**src/rtl/axi_arb_pkg.sv**
```systemverilog
`default_nettype none
// ============================================================================
// Module  : axi_arb_pkg
// Brief   : Shared types and AXI3 constants for the two-port AXI read arbiter.
// Revision: 1.0 - initial release
// ============================================================================
package axi_arb_pkg;

    localparam int AR_ADDR_W_MAX = 64;

    localparam logic [1:0] RESP_OKAY  = 2'b00;
    localparam logic [1:0] BURST_INCR = 2'b01;

    typedef enum logic [1:0] {
        ST_IDLE = 2'd0,
        ST_ADDR = 2'd1,
        ST_DATA = 2'd2
    } arb_state_e;

    // Address is carried at its widest legal size; ports slice it down.
    typedef struct packed {
        logic [AR_ADDR_W_MAX-1:0] addr;
        logic [3:0]               len;
        logic [2:0]               size;
        logic [1:0]               burst;
        logic [2:0]               prot;
        logic [3:0]               cache;
    } ar_payload_t;

endpackage
`default_nettype wire

```
**src/rtl/axi_arb_rr.sv**
```systemverilog
`default_nettype none
// ============================================================================
// Module  : axi_arb_rr
// Brief   : Two-way grant pick. Round-robin when AXI_RD_ARB_ROUND_ROBIN_EN is
//           defined, otherwise fixed priority with requester 0 highest.
// Revision: 1.0 - initial release
// ============================================================================
module axi_arb_rr (
    input  logic       clk,
    input  logic       rst_n,
    input  logic [1:0] i_req,
    input  logic       i_done,
    input  logic       i_done_id,
    output logic       o_grant
);

`ifdef AXI_RD_ARB_ROUND_ROBIN_EN
    // r_ptr names the requester favoured on the next contention.
    logic r_ptr;

    always_ff @(posedge clk or negedge rst_n) begin
        if (!rst_n) begin
            r_ptr <= 1'b0;
        end else if (i_done) begin
            r_ptr <= ~i_done_id;
        end
    end

    always_comb begin
        o_grant = 1'b0;
        if (i_req == 2'b11) begin
            o_grant = r_ptr;
        end else begin
            o_grant = i_req[1] & ~i_req[0];
        end
    end
`else
    assign o_grant = i_req[1] & ~i_req[0];

    logic w_unused;
    assign w_unused = &{1'b0, clk, rst_n, i_done, i_done_id};
`endif

endmodule
`default_nettype wire

```
**src/rtl/axi_rd_arbiter.sv**
```systemverilog
`default_nettype none
// ============================================================================
// Module  : axi_rd_arbiter
// Brief   : Two-requester AXI3 read arbiter, one burst outstanding at a time.
//           Policy macro: AXI_RD_ARB_ROUND_ROBIN_EN (undefined = fixed priority).
// Revision: 1.0 - initial release
// ============================================================================
module axi_rd_arbiter
    import axi_arb_pkg::*;
#(
    parameter int C_M_AXI_ADDR_WIDTH = 32,
    parameter int C_M_AXI_DATA_WIDTH = 64
) (
    input  logic                          m_axi_aclk,
    input  logic                          m_axi_aresetn,

    input  logic                          s0_axi_arvalid,
    output logic                          s0_axi_arready,
    input  logic [C_M_AXI_ADDR_WIDTH-1:0] s0_axi_araddr,
    input  logic [3:0]                    s0_axi_arlen,
    input  logic [2:0]                    s0_axi_arsize,
    input  logic [1:0]                    s0_axi_arburst,
    input  logic [2:0]                    s0_axi_arprot,
    input  logic [3:0]                    s0_axi_arcache,
    output logic                          s0_axi_rvalid,
    input  logic                          s0_axi_rready,
    output logic [C_M_AXI_DATA_WIDTH-1:0] s0_axi_rdata,
    output logic [1:0]                    s0_axi_rresp,
    output logic                          s0_axi_rlast,

    input  logic                          s1_axi_arvalid,
    output logic                          s1_axi_arready,
    input  logic [C_M_AXI_ADDR_WIDTH-1:0] s1_axi_araddr,
    input  logic [3:0]                    s1_axi_arlen,
    input  logic [2:0]                    s1_axi_arsize,
    input  logic [1:0]                    s1_axi_arburst,
    input  logic [2:0]                    s1_axi_arprot,
    input  logic [3:0]                    s1_axi_arcache,
    output logic                          s1_axi_rvalid,
    input  logic                          s1_axi_rready,
    output logic [C_M_AXI_DATA_WIDTH-1:0] s1_axi_rdata,
    output logic [1:0]                    s1_axi_rresp,
    output logic                          s1_axi_rlast,

    output logic                          m_axi_arvalid,
    input  logic                          m_axi_arready,
    output logic [C_M_AXI_ADDR_WIDTH-1:0] m_axi_araddr,
    output logic [3:0]                    m_axi_arlen,
    output logic [2:0]                    m_axi_arsize,
    output logic [1:0]                    m_axi_arburst,
    output logic [2:0]                    m_axi_arprot,
    output logic [3:0]                    m_axi_arcache,
    input  logic                          m_axi_rvalid,
    output logic                          m_axi_rready,
    input  logic [C_M_AXI_DATA_WIDTH-1:0] m_axi_rdata,
    input  logic [1:0]                    m_axi_rresp,
    input  logic                          m_axi_rlast,

    output logic                          grant_id,
    output logic                          busy,
    output logic                          err_len
);

    arb_state_e  r_state;
    logic        r_grant;
    logic [3:0]  r_len;
    logic [3:0]  r_beats;
    logic        r_err;

    ar_payload_t w_s0_ar;
    ar_payload_t w_s1_ar;
    ar_payload_t w_sel_ar;
    logic        w_in_addr;
    logic        w_in_data;
    logic        w_own0;
    logic        w_own1;
    logic        w_ar_hs;
    logic        w_r_hs;
    logic        w_done;
    logic        w_pick;

    always_comb begin
        w_s0_ar                              = '0;
        w_s0_ar.addr[C_M_AXI_ADDR_WIDTH-1:0] = s0_axi_araddr;
        w_s0_ar.len                          = s0_axi_arlen;
        w_s0_ar.size                         = s0_axi_arsize;
        w_s0_ar.burst                        = s0_axi_arburst;
        w_s0_ar.prot                         = s0_axi_arprot;
        w_s0_ar.cache                        = s0_axi_arcache;
        w_s1_ar                              = '0;
        w_s1_ar.addr[C_M_AXI_ADDR_WIDTH-1:0] = s1_axi_araddr;
        w_s1_ar.len                          = s1_axi_arlen;
        w_s1_ar.size                         = s1_axi_arsize;
        w_s1_ar.burst                        = s1_axi_arburst;
        w_s1_ar.prot                         = s1_axi_arprot;
        w_s1_ar.cache                        = s1_axi_arcache;
    end

    assign w_sel_ar  = r_grant ? w_s1_ar : w_s0_ar;
    assign w_in_addr = (r_state == ST_ADDR);
    assign w_in_data = (r_state == ST_DATA);
    assign w_own0    = ~r_grant;
    assign w_own1    = r_grant;

    // Downstream AR is live only in ADDR; payload is zeroed elsewhere.
    assign m_axi_arvalid = w_in_addr & (r_grant ? s1_axi_arvalid : s0_axi_arvalid);
    assign m_axi_araddr  = w_in_addr ? w_sel_ar.addr[C_M_AXI_ADDR_WIDTH-1:0] : '0;
    assign m_axi_arlen   = w_in_addr ? w_sel_ar.len   : '0;
    assign m_axi_arsize  = w_in_addr ? w_sel_ar.size  : '0;
    assign m_axi_arburst = w_in_addr ? w_sel_ar.burst : '0;
    assign m_axi_arprot  = w_in_addr ? w_sel_ar.prot  : '0;
    assign m_axi_arcache = w_in_addr ? w_sel_ar.cache : '0;
    assign s0_axi_arready = w_in_addr & w_own0 & m_axi_arready;
    assign s1_axi_arready = w_in_addr & w_own1 & m_axi_arready;

    assign m_axi_rready  = w_in_data & (r_grant ? s1_axi_rready : s0_axi_rready);
    assign s0_axi_rvalid = w_in_data & w_own0 & m_axi_rvalid;
    assign s0_axi_rdata  = (w_in_data & w_own0) ? m_axi_rdata : '0;
    assign s0_axi_rresp  = (w_in_data & w_own0) ? m_axi_rresp : RESP_OKAY;
    assign s0_axi_rlast  = w_in_data & w_own0 & m_axi_rlast;
    assign s1_axi_rvalid = w_in_data & w_own1 & m_axi_rvalid;
    assign s1_axi_rdata  = (w_in_data & w_own1) ? m_axi_rdata : '0;
    assign s1_axi_rresp  = (w_in_data & w_own1) ? m_axi_rresp : RESP_OKAY;
    assign s1_axi_rlast  = w_in_data & w_own1 & m_axi_rlast;

    assign w_ar_hs = m_axi_arvalid & m_axi_arready;
    assign w_r_hs  = m_axi_rvalid & m_axi_rready;
    assign w_done  = w_in_data & w_r_hs & m_axi_rlast;

    axi_arb_rr u_rr (
        .clk       (m_axi_aclk),
        .rst_n     (m_axi_aresetn),
        .i_req     ({s1_axi_arvalid, s0_axi_arvalid}),
        .i_done    (w_done),
        .i_done_id (r_grant),
        .o_grant   (w_pick)
    );

    always_ff @(posedge m_axi_aclk or negedge m_axi_aresetn) begin
        if (!m_axi_aresetn) begin
            r_state <= ST_IDLE;
            r_grant <= 1'b0;
            r_len   <= 4'd0;
            r_beats <= 4'd0;
            r_err   <= 1'b0;
        end else begin
            case (r_state)
                ST_IDLE: begin
                    if (s0_axi_arvalid || s1_axi_arvalid) begin
                        r_grant <= w_pick;
                        r_state <= ST_ADDR;
                    end
                end
                ST_ADDR: begin
                    if (w_ar_hs) begin
                        r_len   <= w_sel_ar.len;
                        r_beats <= 4'd0;
                        r_state <= ST_DATA;
                    end
                end
                ST_DATA: begin
                    if (w_r_hs) begin
                        r_beats <= r_beats + 4'd1;
                        // Beats so far plus this one equal arlen+1 iff r_beats == arlen.
                        if (m_axi_rlast) begin
                            if (r_beats != r_len) begin
                                r_err <= 1'b1;
                            end
                            r_state <= ST_IDLE;
                        end
                    end
                end
                default: r_state <= ST_IDLE;
            endcase
        end
    end

    assign grant_id = r_grant;
    assign busy     = (r_state != ST_IDLE);
    assign err_len  = r_err;

    logic w_unused;
    assign w_unused = &{1'b0, w_sel_ar.addr};

endmodule
`default_nettype wire

```
**config.mk**
```make
export PLATFORM = sky130hd
export DESIGN_NAME = axi_rd_arbiter
export DESIGN_NICKNAME = d
export VERILOG_FILES = /design/src/rtl/axi_arb_pkg.sv /design/src/rtl/axi_arb_rr.sv /design/src/rtl/axi_rd_arbiter.sv
export SDC_FILE = /design/constraint.sdc
export NUM_CORES = 1
export LEC_CHECK = 0
export BUFFER_PORTS_ARGS = -buffer_cell sky130_fd_sc_hd__buf_2
export CAP_MARGIN = 20
export CORE_AREA = 2 2 139 141
export DETAILED_ROUTE_END_ITERATION = 8
export DIE_AREA = 0 0 141 143
export PLACE_DENSITY = 0.4
export SLEW_MARGIN = 20
export SYNTH_ARGS = -nofsm -noshare
export SYNTH_HDL_FRONTEND = slang
export SYNTH_SLANG_ARGS = --single-unit
```
**constraint.sdc**
```tcl
create_clock -name m_axi_aclk -period 4.15 [get_ports m_axi_aclk]
set_clock_uncertainty 0.1 [all_clocks]
set_input_delay 0.415 -clock m_axi_aclk [delete_from_list [all_inputs] [get_ports m_axi_aclk]]
set_output_delay 0.415 -clock m_axi_aclk [all_outputs]
set_load 0.01 [all_outputs]
```
==> key figures <==
Worst setup path
  • Type of the worst setup path: reg2out
  • Arrival time at the worst endpoint: 2.44 ns
  • Worst reg2reg endpoint: r_beats[0]$_DFFE_PN0P_
  • Startpoint kind of the worst setup timing path: flop
  • Kind of end point of the critical path: output port
  • Reg-to-Reg Start: grant_id$_DFFE_PN0P_
  • Reg-to-reg slack, setup: 1.73 ns
  • Number of cells on the worst reg-to-reg path: 4
  • Top fanout value on the critical path: 77
  • Data required time at the worst endpoint: 3.63 ns

Timing
  • Total count of max-transition violations in the final report: 0
  • Headroom to the max-slew limit: 41.1%
  • Unrepaired setup endpoints after global routing: no
  • Number of failing setup endpoints in the final timing report: 0
  • Highest attainable clock frequency: 0.339 GHz
  • Worst hold margin: 0.286 ns
  • Pin slew with the least headroom to its limit: 0.883 ns
  • Post-route setup TNS: 0 ns
  • Worst-case setup margin in the final layout: 1.20 ns
  • Clock period minus final worst setup slack: 2.95 ns
  • Final hold viol count: 0
  • Portion of the clock cycle consumed by the worst path in the final layout: 71.2%

Clock network
  • Sink count of the clock tree: 12
  • Number of gates resized after CTS: 0
  • H-tree level count: 1
  • Clock root buffer: clkbuf_16
  • CTS clock-pin slew for the worst setup and hold paths: 0.04 ns
  • Cts bufs inserted: 3
  • TritonCTS clock tree: built
  • Largest buffer count on any clock path: 2
  • Clock Latency Late Sink: 0.23 ns

Global routing
  • Number of antenna violations at the first check in global routing: 0
  • Leftover overflow at the end of global routing: 0
  • Global-route total usage across every layer: 10.1%
  • Largest net degree at the start of global routing: 78
  • Via count of the first global-routing pass: 3,012
  • Wire length of the first global-routing pass: 16.8 mm

Synth
  • Number of enable-type register cells in the synthesized netlist: 0
  • Ys flop type: dfrtp_1
  • Count of unique library cells instantiated by Yosys: 35
  • Area share of the largest cell type after synthesis: 21.9%
  • Cell types with the largest area share after synthesis: mux2i_1, and2_1, and3_1, dfrtp_1, nor2_1
  • Yosys warnings: 0
  • Fraction of registers with async set or reset after synthesis: 100%
  • Syn nets: 497
  • Cells after synthesis: 325
  • Flip-flop and latch count after synthesis: 12
  • Combined area of all synthesized cells: 0.00229 mm²
  • Seq/Total Area, Yosys: 13.1%
  • Largest area contributor in the netlist: mux2i_1
  • Post-synthesis area per instance: 7.05 µm²
  • Most frequent cells after synthesis: and2_1, and3_1, nor2_1

Pwr
  • LEAKAGE: 3.00 nW
  • Power density over cell area: 443 mW/mm²
  • Maximum VDD drop: 0.597 mV

Drt
  • Average detailed-routed wire length per instance: 13.2 µm
  • DR vias/cell: 3.82
  • DRT antenna net count: 0
  • Number of DRC markers after the initial detailed-route iteration: 113
  • DR vias: 3,420
  • Post-detailed-route DRC marker count: 0
  • Wire length reported by the detailed router: 11.8 mm
  • First-pass iteration count of the detailed router: 4

Layout
  • Final Core Density: 23.6%
  • Area used by multi-input combinational logic: 0.00184 mm²
  • Fraction of layout cells with a size suffix above 1: 57.5%
  • FF/Latch Area: 304 µm²
  • Nets@finish: 834
  • Layout Area Growth over Synthesis: 91.6%
  • Final Instance Count excl. Fillers: 895
  • Diodes inserted: 0
  • Count of filler cells inserted in the layout: 2,088

Status
  • Status: complete, no violations

Place
  • Count of input and output buffers: 361
  • Post-Place Cells: 890
  • Post-place setup slack: 1.45 ns
  • Gp weighted congestion: 0.740
  • Total half-perimeter wirelength after legalization and detailed placement: 9.68 mm

Min path
  • Worst Hold Path EP: grant_id$_DFFE_PN0P_
  • Worst hold stages: 2
  • Hold WC Path Type: in2reg
  • Start point of the worst hold path: s0_axi_arvalid

Floorplan
  • Number of cell rows: 50
  • Die area: 0.0202 mm²
  • Die X: 141 µm
  • I/O pin count: 362
  • Starting density of the core: 12.3%
  • CORE AREA: 0.0186 mm²
  • Die Span Y: 143 µm

Job
  • Maximum Capacitance Violations: 0
report_power, final:
part / switching [mW] / internal (mW)
clock: 0.0465 / 0.145
sequential: 0.141 / 0.160
combinational: 0.810 / 0.640
layout make-up:
cell class | instances | area share [%]
Timing Repair Buffer | 367 | 42.3
Inverter | 1 | 0.0856
Multi-Input combinational cell | 277 | 42.0
Sequential cell | 12 | 6.93
Clock buffer | 4 | 2.03
Tap cell | 234 | 6.67
state kept, by name, indices dropped and copies added (netlist names):
register  flops
r_beats       4
r_len         4
grant_id      1
err_len       1
r_state       2
worst max-delay path, stage by stage (launching register included):
cell     delay (ns)
dfrtp_4        0.90
buf_4          0.71
mux2i_1        0.34
nor2_1         0.06
buf_2          0.16
repair_timing:
item | 4_1_cts | 5_1_grt
endpoints found under the hold margin | 12 | 0
hold buffers | 1 | 0
buffers inserted | 0 | 0
metal layers:
metal	routed length [µm]	vias to the layer above	GRT usage [%]
met5	0	-	0
met4	61	0	0.789
met3	631	4	1.07
met2	6080	149	18.6
met1	5030	1496	13.2
li1	-	1771	-
worst max-delay path by stage:
stage / start / end / cells past startpoint / slack (ns)
detailed placement: grant_id$_DFFE_PN0P_ / m_axi_araddr[16] / 4 / 1.45
global placement: grant_id$_DFFE_PN0P_ / m_axi_araddr[16] / 4 / 1.42
finish: grant_id$_DFFE_PN0P_ / m_axi_araddr[16] / 4 / 1.20
CTS: grant_id$_DFFE_PN0P_ / m_axi_araddr[16] / 4 / 1.18
global route: grant_id$_DFFE_PN0P_ / m_axi_araddr[16] / 4 / 1.02
floorplan: r_state[0]$_DFFE_PN0P_ / s0_axi_rdata[44] / 5 / 2.32
cell families (layout without fill, tap and decap cells):
kind of cell / Yosys count / after routing / share of synthesized area, %
buf+inv: 36 / 372 / 6.56
simple gates: 208 / 208 / 51.9
compound gates: 11 / 11 / 2.95
flops: 12 / 12 / 13.1
mux: 53 / 53 / 23.4
xor+xnor: 4 / 4 / 1.53
fa+ha+maj: 1 / 1 / 0.546
metrics by stage:
stage	cell area [µm²]	power (mW)
CTS	4390	1.97
floorplan	2290	1.19
finish	4390	1.94
global placement	4290	1.79
detailed placement	4290	1.77
global route	4390	2.12
cells in the final DEF (no fill, tap or decap), types with 2 or more instances in the layout:
master / count
buf_2: 361
and3_1: 68
and2_1: 68
nor2_1: 55
mux2i_1: 50
dfrtp_1: 11
a21oi_1: 7
buf_4: 5
xnor2_1: 4
clkbuf_16: 3
nand2b_2: 2
nor3_1: 2
nand2_1: 2
No activity file was read; power rests on OpenSTA's default activity.
